[config.mk]
export PLATFORM = sky130hd
export DESIGN_NAME = regfile_arbiter
export DESIGN_NICKNAME = d
export VERILOG_FILES = /design/src/rtl/regfile_arbiter.sv
export SDC_FILE = /design/constraint.sdc
export NUM_CORES = 1
export LEC_CHECK = 0
export BUFFER_PORTS_ARGS = -buffer_cell sky130_fd_sc_hd__buf_4
export CAP_MARGIN = 20
export CORE_MARGIN = 2
export CORE_UTILIZATION = 42
export CTS_CLUSTER_SIZE = 25
export DETAILED_ROUTE_END_ITERATION = 7
export PLACE_DENSITY = 0.79
export SKIP_LAST_GASP = 1
export SYNTH_ARGS = -nofsm -noshare
export SYNTH_HDL_FRONTEND = slang
export SYNTH_SLANG_ARGS = --single-unit
[constraint.sdc]
create_clock -name Clk -period 1.9 [get_ports Clk]
set_input_delay 0.095 -clock Clk [delete_from_list [all_inputs] [get_ports Clk]]
set_output_delay 0.095 -clock Clk [all_outputs]
set_load 0.05 [all_outputs]
[src/rtl/regfile_arbiter.sv]
// Two-requester arbiter in front of an 8 x 16-bit register file.
// Arbitration alternates between requesters after every transfer; a clear
// sequence zeroes R0-R7 after reset (optional) or on a clear_start pulse.
module regfile_arbiter #(
    parameter int unsigned CLEAR_ON_RESET = 1
) (
    input  logic        Clk,
    input  logic        Reset,
    input  logic        clear_start,
    output logic        busy,
    input  logic        req0_valid,
    input  logic        req0_we,
    input  logic [2:0]  req0_addr,
    input  logic [15:0] req0_wdata,
    output logic        req0_ready,
    output logic        req0_rvalid,
    output logic [15:0] req0_rdata,
    input  logic        req1_valid,
    input  logic        req1_we,
    input  logic [2:0]  req1_addr,
    input  logic [15:0] req1_wdata,
    output logic        req1_ready,
    output logic        req1_rvalid,
    output logic [15:0] req1_rdata,
    output logic        rf_load,
    output logic [2:0]  rf_dr,
    output logic [15:0] rf_bus,
    output logic [2:0]  rf_sr1,
    input  logic [15:0] rf_sr1out
);

    localparam logic StClear = 1'b0;
    localparam logic StIdle  = 1'b1;

    logic        state_q, state_d;
    logic [2:0]  clr_cnt_q, clr_cnt_d;
    logic        prio_q, prio_d;
    logic        rvalid0_q, rvalid1_q;
    logic [15:0] rdata0_q, rdata1_q;

    logic        arb_open;
    logic        grant0, grant1;
    logic        read0, read1;

    // Grant decision: only in IDLE, never in a clear_start cycle, never under Reset.
    always_comb begin
        arb_open = (state_q == StIdle) && !clear_start && !Reset;
        grant0   = arb_open && req0_valid && (!req1_valid || !prio_q);
        grant1   = arb_open && req1_valid && (!req0_valid || prio_q);
        read0    = grant0 && !req0_we;
        read1    = grant1 && !req1_we;
    end

    assign req0_ready  = grant0;
    assign req1_ready  = grant1;
    assign busy        = (state_q == StClear);
    assign req0_rvalid = rvalid0_q;
    assign req1_rvalid = rvalid1_q;
    assign req0_rdata  = rdata0_q;
    assign req1_rdata  = rdata1_q;

    // Register-file port drive: clear writes, granted writes, granted read select.
    always_comb begin
        rf_load = 1'b0;
        rf_dr   = 3'd0;
        rf_bus  = 16'h0000;
        rf_sr1  = 3'd0;
        if (!Reset && state_q == StClear) begin
            rf_load = 1'b1;
            rf_dr   = clr_cnt_q;
        end else if (grant0) begin
            if (req0_we) begin
                rf_load = 1'b1;
                rf_dr   = req0_addr;
                rf_bus  = req0_wdata;
            end else begin
                rf_sr1  = req0_addr;
            end
        end else if (grant1) begin
            if (req1_we) begin
                rf_load = 1'b1;
                rf_dr   = req1_addr;
                rf_bus  = req1_wdata;
            end else begin
                rf_sr1  = req1_addr;
            end
        end
    end

    // Next-state: clear counter walk, clear entry, priority toggle on transfer.
    always_comb begin
        state_d   = state_q;
        clr_cnt_d = clr_cnt_q;
        prio_d    = prio_q;
        if (state_q == StClear) begin
            clr_cnt_d = clr_cnt_q + 3'd1;
            if (clr_cnt_q == 3'd7) begin
                state_d   = StIdle;
                clr_cnt_d = 3'd0;
            end
        end else if (clear_start) begin
            state_d   = StClear;
            clr_cnt_d = 3'd0;
        end
        if (grant0) begin
            prio_d = 1'b1;
        end else if (grant1) begin
            prio_d = 1'b0;
        end
    end

    // State, priority and read-return registers; Reset wins over everything.
    always_ff @(posedge Clk) begin
        if (Reset) begin
            state_q   <= (CLEAR_ON_RESET != 0) ? StClear : StIdle;
            clr_cnt_q <= 3'd0;
            prio_q    <= 1'b0;
            rvalid0_q <= 1'b0;
            rvalid1_q <= 1'b0;
            rdata0_q  <= 16'h0000;
            rdata1_q  <= 16'h0000;
        end else begin
            state_q   <= state_d;
            clr_cnt_q <= clr_cnt_d;
            prio_q    <= prio_d;
            rvalid0_q <= read0;
            rvalid1_q <= read1;
            if (read0) begin
                rdata0_q <= rf_sr1out;
            end
            if (read1) begin
                rdata1_q <= rf_sr1out;
            end
        end
    end

endmodule

Word-level counts from Yosys, hierarchy flattened
Cells that the tools add are included.
{"block": "totals", "reg_bits": 39, "input_bits": 61, "word_cells": 58}
{"block": "op_classes", "n_addsub": 1, "n_eq_ne": 2, "muxes": 28, "bitwise_logic": 1, "n_reduce_logical": 19}
{"operator": "$mux 16", "count": 5}
{"operator": "$mux 3", "count": 13}
{"operator": "$mux 1", "count": 10}
{"operator": "$logic_and 1x1->1", "count": 9}
{"operator": "$logic_not 1->1", "count": 7}
{"operator": "$add 3x1->3 const B", "count": 1}
{"operator": "$eq 3x3->1 const B", "count": 1}
{"operator": "$logic_or 1x1->1", "count": 2}
{"operator": "$ne 2x2->1 const B", "count": 1}
{"operator": "$reduce_bool 2->1", "count": 1}
{"operator": "$not 1->1", "count": 1}

Longest topological paths before layout
Gate-level depths: netlist of run 1.
{"block": "logic_depth", "ltp_word": 8, "mapped_depth": 6}

Least setup slack after synthesis of run 1
No wires, ideal clock.
{"block": "synth_timing", "path_type": "flip-flop to output port", "start": "reg state_q", "end": "out req0_ready", "arrival_time_ps": 1662, "required_ps": 1805, "setup_slack_ps": 143, "path_stages_with_launch": 4, "path_buffers": 1, "path_cell_list": "dfxtp_1 -> buf_6 -> nand3b_4 -> nor3_1"}
{"block": "synth_via", "elab_chain_len": 4}
{"element": "start, declared", "line_no": "35", "text": "logic state_q, state_d;"}
{"element": "start signal, assigned", "line_no": "115", "text": "state_q <= (CLEAR_ON_RESET != 0) ? StClear : StIdle;"}
{"element": "start signal, assigned", "line_no": "123", "text": "state_q <= state_d;"}
{"element": "$logic_and 1x1->1 (2 in series)", "line_no": "47", "text": "arb_open = (state_q == StIdle) && !clear_start && !Reset;"}
{"element": "$logic_and 1x1->1 (2 in series)", "line_no": "48", "text": "grant0 = arb_open && req0_valid && (!req1_valid || !prio_q);"}
{"element": "end, declared", "line_no": "15", "text": "output logic req0_ready,"}
Every way passes these cells.

Final worst setup path of run 1
{"block": "layout_timing", "start": "reg state_q", "end": "out rf_load"}
{"block": "layout_via", "elab_chain_len": 7, "word_cells_on_any_way": 11}
{"element": "$logic_and 1x1->1 (2 in series)", "line_no": "47"}
{"element": "$logic_and 1x1->1 (2 in series)", "line_no": "49", "text": "grant1 = arb_open && req1_valid && (!req0_valid || prio_q);"}
{"element": "$mux 1", "line_no": "79", "text": "end else if (grant1) begin"}
{"element": "$mux 1", "line_no": "71", "text": "end else if (grant0) begin"}
{"element": "$mux 1 *", "line_no": "68", "text": "if (!Reset && state_q == StClear) begin"}
{"element": "end, declared", "line_no": "25", "text": "output logic rf_load,"}
Every way passes the cells marked *; elsewhere a longest branch is shown, timed or not.

==> impl_metrics.py, run 1 <==
metrics = {
    "run_status": {
        "status": "finished, final reports clean",
    },
    "timing": {
        "finalMaxSlewViolations": 0,
        "fin_ws_ps": 64.4,
        "fin_crit_ps": 1840,
        "period_share": 0.966,
        "setup_viol": 0,
        "skew_ps": 1.81,
        "worst_pin_slew_ps": 322,
        "rsz0062_at_grt": "yes",
        "fmax_mhz": 545,
        "hold_viol_final": 0,
        "maxSlewHeadroom": 0.784,
    },
    "cells_and_area": {
        "final_cells": 347,
        "fin_area_sq_um": 2970,
        "final_layout_size_suffix_gt1_frac": 0.586,
        "antennaDiodeCount": 0,
        "final_common_cell": "buf_4",
        "area_growth_pct": 53.9,
        "nNetsFinal": 357,
        "final_cell_mix": "buf_4, dfxtp_1, nor2b_1",
        "final_util": 0.678,
    },
    "power": {
        "p_per_area_nw_per_um2": 526,
        "p_comb_frac": 0.120,
        "p_int_mw": 1.18,
        "p_total_mw": 1.56,
        "swShare": 0.243,
        "vdd_drop_max_uv": 579,
        "p_leak_nw": 1.47,
        "power_frac_clock": 0.350,
        "pwr-share-seq": 0.530,
        "switchingPower_mw": 0.380,
    },
    "place": {
        "portBuffers": 120,
        "place.gp.congestion": 0.826,
        "dp_hpwl_um": 3910,
        "dp_slack_ps": 215,
        "place_area_sq_um": 2870,
        "post-place-cells": 339,
    },
    "clock_tree": {
        "cts_max_level": 2,
        "cts_tree": "yes",
        "cts_buffers": 5,
        "clock_latency_ps": 290,
        "post_cts_buffers": 0,
        "root_buffer": "clkbuf_8",
        "cts.clk_slew.worst_paths_ps": 70,
        "cts_max_path_buffers": 2,
        "cts_sinks": 39,
    },
    "drt": {
        "wire_per_inst_um": 14.9,
        "route.detailed.drc": 0,
        "drtAntennaViolNets": 0,
        "post_drt_via_cell_ratio": 5.12,
        "drt-total-wl_um": 5170,
        "drt_iter0_drc": 37,
        "num_vias": 1777,
        "firstDrtPassIters": 4,
    },
    "setup_path": {
        "reg2reg_depth": 4,
        "path_max_fanout": 17,
        "worst_path_largest_cell_delay_ps": 390,
        "crit_start": "state_q",
        "slowest_stage": "or3_1",
        "worst-path-buf-inv": 2,
        "rr_endpoint": "req0_rdata[13]",
        "crit_arrival_ps": 1740,
        "crit_path_end_kind": "output pin",
        "r2r_slack_ps": 400,
        "crit_type": "register to output pin",
        "crit_path_cell_trace": "nor3b_4 > and3_1 > buf_4 > or3_1 > buf_6",
        "reg2reg_from": "prio_q",
        "cp_top_family": "simple AND/OR/NAND/NOR gates",
        "required_ps": 1800,
        "worst_setup_path_start_kind": "register",
    },
    "synth": {
        "syn_inst": 174,
        "synthArstFlopShare": 0,
        "synth-edff-count": 0,
        "ys_seq_elements": 39,
        "ys_warn_count": 0,
        "synth_cell_types": 31,
        "syn_area_sq_um": 1930,
        "synth_fa_ha_area_frac": 0.0130,
        "synthTopCellsByArea": "dfxtp_1, mux2_2, nor2b_1, a22o_1, buf_6",
        "yosys.area_share.simple": 0.218,
        "synth_top_family_by_area": "simple AND/OR/NAND/NOR gates",
        "avgSynthCellArea_sq_um": 11.1,
        "synth_top_area_share": 0.404,
        "synthFlopType": "dfxtp_1",
        "muxShareOfSynthArea": 0.187,
        "syn_nets": 237,
        "synth_seq_area_share": 0.404,
        "synth_compound_area_frac": 0.121,
        "synth_xor_area_frac": 0,
        "synth_top_area_cell": "dfxtp_1",
    },
    "global_routing": {
        "grt_use_total": 0.191,
        "overflow": 0,
        "grt_pass1_vias": 1678,
        "antenna_found_initial": 0,
        "grt_first_pass_wirelength_um": 7730,
        "grt_max_degree": 26,
    },
    "min_path": {
        "hp-start": "rf_sr1out[6]",
        "min_path_cells": 2,
        "whs_endpoint": "req0_rdata[6]",
        "hp-class": "input pin to register",
    },
    "floorplan": {
        "core_area_sq_um": 4380,
        "die_w_um": 71.8,
        "initial_utilization": 0.440,
        "ios": 121,
        "num_rows": 24,
        "die-area_sq_um": 5160,
        "die_y_um": 71.8,
    },
    "flow_run": {
        "max_cap_violations": 0,
    },
}
-- area by class of cell --
class / count / area [sq um]
Fill cell: 370 / 1410
Multi-Input combinational cell: 119 / 1050
Timing Repair Buffer: 127 / 973
Sequential cell: 39 / 786
Clock buffer: 6 / 72.6
Tap cell: 52 / 65.1
Clock inverter: 2 / 12.5
Inverter: 2 / 7.51
-- what timing repair did --
| item | in CTS | in global routing |
|---|---|---|
| endpoints found under the setup margin | 20 | 23 |
| pin swaps | 0 | 0 |
| gates resized for setup | 1 | 5 |
| hold buffers | 0 | 0 |
-- power by group through the flow --
stage	Sequential [mW]	Clock (mW)	Combinational [mW]
after floorplan	0.848	0	0.0618
after global placement	0.849	0	0.185
after detailed placement	0.849	0	0.187
after CTS	0.830	0.563	0.187
after global routing	0.829	0.600	0.203
final	0.829	0.547	0.188
-- flip-flops by register name, indices dropped and copies added, names as in the netlist --
name	flops
req0_rdata	16
req1_rdata	16
clr_cnt_q	3
prio_q	1
req0_rvalid	1
req1_rvalid	1
state_q	1
-- cell families (layout without fill, tap and decap cells) --
kind of cell / count (synthesis) / count (layout)
buffers and inverters: 16 / 137
AO/OA/AOI/OAI: 28 / 28
AND/OR/NAND/NOR: 57 / 57
adder cells (fa/ha/maj): 2 / 2
multiplexers: 32 / 32
flip-flops: 39 / 39
-- synth_stat cells, drive strengths merged, types with 2 or more instances --
| library cell | count |
|---|---|
| nor2 | 4 |
| and4 | 3 |
| nor3 | 3 |
| nor4 | 2 |
| buf | 10 |
| nor2b | 33 |
| inv | 2 |
| a221o | 3 |
| dfxtp | 39 |
| nand3 | 2 |
| mux2 | 32 |
| ha | 2 |
| a22o | 19 |
| clkbuf | 4 |
| nand2 | 2 |
| a21oi | 3 |
| nand3b | 2 |
-- metal layers --
metal	track usage	up-vias	share of wire
li1	-	868	-
met5	0	-	0
met4	0.0566	0	0.014
met2	0.340	88	0.49
met3	0.0985	8	0.12
met1	0.195	813	0.37
-- through the flow --
stage	setup TNS [ps]	hold slack, ps
2_1_floorplan	0	195
3_3_place_gp	0	314
3_5_place_dp	0	321
4_1_cts	0	15.9
5_1_grt	-4.96	14.2
6_report	0	21.5
-- worst max-delay path by stage --
stage,endpoint,slack (ps),cells after the start
after detailed placement,rf_bus[6],220,5
after CTS,rf_load,8,5
after global routing,rf_bus[6],-5,5
final,rf_load,60,5
after global placement,rf_bus[6],290,5
after floorplan,req0_ready,140,3
Power figures use the tool's default switching activity.
==> inputs of run 2 (changes only) <==
CORE_MARGIN = 1   (was 2)
HOLD_SLACK_MARGIN = 0.05   (was not set)
clock period = 1.95 ns   (was 1.9 ns; I/O delays follow)
==> run 2 against run 1 <==
Against the previous run: worst hold slack better by 150 ps; flip-flop and latch count unchanged; cell count is 5.2% higher; via count up 2.4%; clock power fell by 4.2%; die area fell by 5.5%; largest power group unchanged.
==> impl_metrics.py, run 2 (synthesis gave the netlist of run 1 again) <==
metrics = {
    "run_status": {
        "status": "finished, final reports clean",
    },
    "timing": {
        "setup_viol": 0,
        "rsz0062_at_grt": "no",
        "maxSlewHeadroom": 0.758,
        "skew_ps": 5.39,
        "fin_setup_tns_ps": 0,
        "fin_crit_ps": 1860,
        "finalMaxSlewViolations": 0,
        "worst_pin_slew_ps": 360,
        "period_share": 0.952,
        "fmax_mhz": 539,
        "hold_viol_final": 0,
        "whs_ps": 168,
    },
    "drt": {
        "m1WireLength_um": 1970,
        "drtAntennaViolNets": 0,
        "dr_wl_met3_um": 474,
        "route.detailed.drc": 0,
        "drt_iter0_drc": 74,
        "num_vias": 1820,
        "post_drt_via_cell_ratio": 4.99,
        "top_layer_used": "met4",
        "wl_met2_um": 2710,
        "firstDrtPassIters": 4,
        "wire_per_inst_um": 14.2,
        "drt-total-wl_um": 5180,
    },
    "global_routing": {
        "antenna_found_initial": 0,
        "grt_use_total": 0.213,
        "grt_pass1_vias": 1777,
        "grt_max_degree": 24,
        "grt_first_pass_wirelength_um": 8260,
        "overflow": 0,
    },
    "setup_path": {
        "worst_setup_path_start_kind": "register",
        "crit_start": "state_q",
        "cp-endpoint": "rf_load",
        "critical-path-top-cell-by-count": "buf_4",
        "required_ps": 1850,
        "crit_path_end_kind": "output pin",
        "r2r_slack_ps": 330,
        "crit_arrival_ps": 1760,
        "rr_endpoint": "req0_rdata[3]",
        "crit_type": "register to output pin",
        "path_max_fanout": 17,
        "reg2reg_depth": 4,
        "worst_path_largest_cell_delay_ps": 380,
        "reg2reg_from": "prio_q",
        "slowest_stage": "or3_1",
        "crit_path_cell_trace": "nor3b_4 > and3_1 > buf_4 > or3_1 > buf_4",
    },
    "flow_run": {
        "max_cap_violations": 0,
    },
    "cells_and_area": {
        "nNetsFinal": 375,
        "final.fill_count": 341,
        "antennaDiodeCount": 0,
        "multi_input_area_sq_um": 1050,
        "final_common_cell": "buf_4",
        "seqCellArea_sq_um": 783,
        "area_growth_pct": 61.9,
        "final_layout_size_suffix_gt1_frac": 0.556,
        "final_cell_mix": "buf_4, dfxtp_1, nor2b_1",
    },
    "clock_tree": {
        "root_buffer": "clkbuf_8",
        "cts_max_path_buffers": 2,
        "cts_sinks": 39,
        "cts.clk_slew.worst_paths_ps": 70,
        "cts_tree": "yes",
        "cts_max_level": 2,
        "post_cts_buffers": 0,
        "clock_latency_ps": 290,
        "cts_buffers": 5,
    },
    "power": {
        "p_total_mw": 1.54,
        "p_per_area_nw_per_um2": 494,
        "p_leak_nw": 1.54,
        "vdd_drop_max_uv": 478,
    },
    "floorplan": {
        "die_w_um": 69.8,
        "initial_utilization": 0.440,
        "num_rows": 24,
        "die-area_sq_um": 4870,
        "core_area_sq_um": 4380,
        "ios": 121,
        "die_y_um": 69.8,
    },
    "place": {
        "dp_hpwl_um": 3850,
        "portBuffers": 120,
        "place.gp.congestion": 0.720,
    },
    "min_path": {
        "hp-class": "input pin to register",
    },
}
==> run 2: cell types whose count changed in the layout (fill, tap and decap cells not counted) <==
cell,delta
buf_12,-1
buf_4,+4
buf_6,-2
dfxtp_2,+1
dfxtp_4,-1
dlygate4sd3_1,+17
==> run 2: what timing repair did <==
item	4_1_cts	5_1_grt
gates resized for setup	1	2
pin swaps	0	0
endpoints found under the hold margin	32	0
hold buffers	17	0
endpoints found under the setup margin	5	6
==> run 2: worst min path at each step <==
stage	startpoint	endpoint	slack, ps	depth (start not counted)
global route	req1_we	req1_rvalid	160	3
floorplan	clear_start	state_q	200	1
finish	req1_we	req1_rvalid	170	3
CTS	req1_we	req1_rvalid	160	3
global placement	rf_sr1out[9]	req0_rdata[9]	320	2
detailed placement	rf_sr1out[9]	req0_rdata[9]	320	2
==> run 2: layer usage <==
metal / GRT usage / vias up
li1: - / 901
met1: 0.222 / 833
met2: 0.391 / 81
met3: 0.0828 / 5
met4: 0.0600 / 0
met5: 0 / -
==> run 2: through the flow <==
stage,std cells,setup slack (ps),cell area [sq um],util
after CTS,365,33.8,3120,0.711
after global routing,365,23.4,3130,0.713
after global placement,340,330,2860,0.653
after detailed placement,340,294,2860,0.653
after floorplan,174,190,1930,-
final,365,93.5,3130,0.713
==> run 2: worst max-delay path, delay by kind of cell (launching register included) <==
kind                   cells  cell delay, ps
buffers and inverters      2             380
flip-flops                 1             370
AND/OR/NAND/NOR            3             720
==> run 2: final cells by class <==
class | count | share of cell area
clock buffers | 6 | 0.0232
clock inverters | 2 | 0.00400
inverters | 2 | 0.00240
multi-input cells | 119 | 0.337
flip-flops and latches | 39 | 0.251
well taps | 52 | 0.0208
repair buffers | 145 | 0.362
==> run 2: power breakdown <==
part | internal, mW | switching [mW] | leakage [nW] | total (mW)
clock network | 0.250 | 0.274 | 0.0412 | 0.524
registers | 0.802 | 0.00698 | 0.316 | 0.809
logic | 0.124 | 0.0862 | 1.19 | 0.210
==> inputs of run 3 (changes only) <==
CORE_ASPECT_RATIO = 2   (was not set)
SETUP_SLACK_MARGIN = 0.1   (was not set)
==> run 3 against run 2 <==
Against the previous run: die area grew 0.33%; largest power group unchanged; core utilization increased by 1.2 points; critical path type unchanged; clock-buffer cell count decreased by 1; via count is 3.4% higher.
==> impl_metrics.py, run 3 (synthesis gave the netlist of run 1 again) <==
metrics = {
    "setup_path": {
        "worst_setup_path_start_kind": "register",
        "crit_path_cell_trace": "nor3b_4 > and3_1 > buf_6 > or3_1 > buf_6",
        "worst_path_largest_cell_delay_ps": 380,
        "path_max_fanout": 17,
        "slowest_stage": "dfxtp_4",
        "cp_top_family": "simple AND/OR/NAND/NOR gates",
        "crit_path_end_kind": "output pin",
        "critical-path-top-cell-by-count": "buf_6",
        "crit_arrival_ps": 1700,
        "reg2reg_depth": 4,
        "worst-path-buf-inv": 2,
        "reg2reg_from": "prio_q",
        "crit_start": "state_q",
        "crit_type": "register to output pin",
        "worst-path-stages": 5,
        "required_ps": 1850,
    },
    "place": {
        "place.gp.congestion": 0.803,
        "dp_hpwl_um": 4230,
        "portBuffers": 120,
        "dp_slack_ps": 328,
    },
    "cells_and_area": {
        "final_cell_mix": "buf_4, dfxtp_1, nor2b_1",
        "antennaDiodeCount": 0,
        "area_growth_pct": 64.5,
        "final.fill_count": 348,
        "nNetsFinal": 376,
        "final_common_cell": "buf_4",
        "final_layout_size_suffix_gt1_frac": 0.561,
    },
    "flow_run": {
        "max_cap_violations": 0,
    },
    "clock_tree": {
        "clock_latency_ps": 290,
        "cts_buffers": 5,
        "cts.clk_slew.worst_paths_ps": 80,
        "cts_sinks": 39,
        "cts_max_level": 2,
        "post_cts_buffers": 0,
        "cts_max_path_buffers": 2,
        "root_buffer": "clkbuf_8",
        "cts_tree": "yes",
    },
    "power": {
        "p_per_area_nw_per_um2": 533,
        "vdd_drop_max_uv": 610,
        "power_frac_clock": 0.396,
        "p_total_mw": 1.69,
        "p_comb_frac": 0.128,
        "switchingPower_mw": 0.386,
        "swShare": 0.228,
        "p_int_mw": 1.31,
        "p_leak_nw": 1.57,
        "pwr-share-seq": 0.477,
    },
    "global_routing": {
        "overflow": 0,
        "grt_max_degree": 33,
        "grt_pass1_vias": 1917,
        "grt_first_pass_wirelength_um": 8600,
        "antenna_found_initial": 0,
        "grt_use_total": 0.232,
    },
    "timing": {
        "period_share": 0.924,
        "finalMaxSlewViolations": 0,
        "skew_ps": 6.18,
        "fin_crit_ps": 1800,
        "maxSlewHeadroom": 0.784,
        "rsz0062_at_grt": "no",
        "hold_viol_final": 0,
        "whs_ps": 121,
        "worst_pin_slew_ps": 324,
        "setup_viol": 0,
        "fin_ws_ps": 149,
        "fmax_mhz": 555,
        "fin_setup_tns_ps": 0,
    },
    "min_path": {
        "hp-start": "Reset",
        "min_path_cells": 2,
        "hp-class": "input pin to register",
    },
    "drt": {
        "drt-total-wl_um": 5600,
        "route.detailed.drc": 0,
        "drtAntennaViolNets": 0,
        "wire_per_inst_um": 15.2,
        "drt_iter0_drc": 22,
        "firstDrtPassIters": 4,
        "num_vias": 1881,
        "post_drt_via_cell_ratio": 5.11,
    },
    "floorplan": {
        "initial_utilization": 0.441,
        "core_area_sq_um": 4380,
        "die-area_sq_um": 4890,
        "num_rows": 34,
        "die_w_um": 49.9,
        "die_y_um": 97.9,
        "ios": 121,
    },
    "run_status": {
        "status": "finished, final reports clean",
    },
}
==> run 3: cell count changes in the layout (fill, tap and decap cells not counted) <==
cell and change:
clkinvlp_4 -1, clkinv_4 +1, buf_4 -2, buf_6 +3
bufinv_16 +1, dfxtp_2 -1, clkbuf_1 -1, dfxtp_4 +1
==> run 3: path summary, 6_finish.rpt <==
check | slack (ps) | endpoint
max | 150 | rf_load
min | 120 | clr_cnt_q[1]
max reg2reg | 370 | req0_rdata[5]
min reg2reg | 510 | clr_cnt_q[2]
==> run 3: power groups by stage <==
stage          clock network, mW  logic, mW  registers, mW
3_3_place_gp                   0      0.184          0.827
6_report                   0.670      0.216          0.807
5_1_grt                    0.703      0.229          0.808
2_1_floorplan                  0     0.0602          0.827
4_1_cts                    0.689      0.215          0.807
3_5_place_dp                   0      0.186          0.827
==> run 3: routing by layer <==
layer / share of wire / wire length (um) / GRT usage / up-vias
met5: 0 / 0 / 0 / -
met4: 0.016 / 90 / 0.0879 / 0
met3: 0.098 / 546 / 0.0732 / 7
met2: 0.58 / 3230 / 0.485 / 110
met1: 0.31 / 1730 / 0.179 / 863
li1: - / - / - / 901
==> run 3: cell type report <==
cell class | instances | area [sq um] | share of cell area
clock inverters | 3 | 43.8 | 0.0138
clock buffers | 5 | 68.8 | 0.0217
well taps | 54 | 67.6 | 0.0213
inverters | 2 | 7.51 | 0.00236
repair buffers | 146 | 1150 | 0.362
flip-flops and latches | 39 | 786 | 0.247
multi-input cells | 119 | 1050 | 0.332
==> run 3: worst register-to-register path: stages (launching register included) <==
cell and delay (ps):
dfxtp_2 350, and2_1 180, nor4_4 280, buf_4 290
mux2_2 370
==> run 3: per-stage QoR <==
step	instances	cell area [sq um]	util
CTS	368	3170	0.723
global placement	343	2870	0.655
detailed placement	343	2870	0.655
finish	368	3180	0.725
floorplan	174	1930	-
global route	368	3180	0.725
==> run 3: what timing repair did <==
action                     4_1_cts  5_1_grt
hold buffers                    17        0
gates resized for setup          5        2
setup endpoints to repair       20        6
hold endpoints to repair        29        0
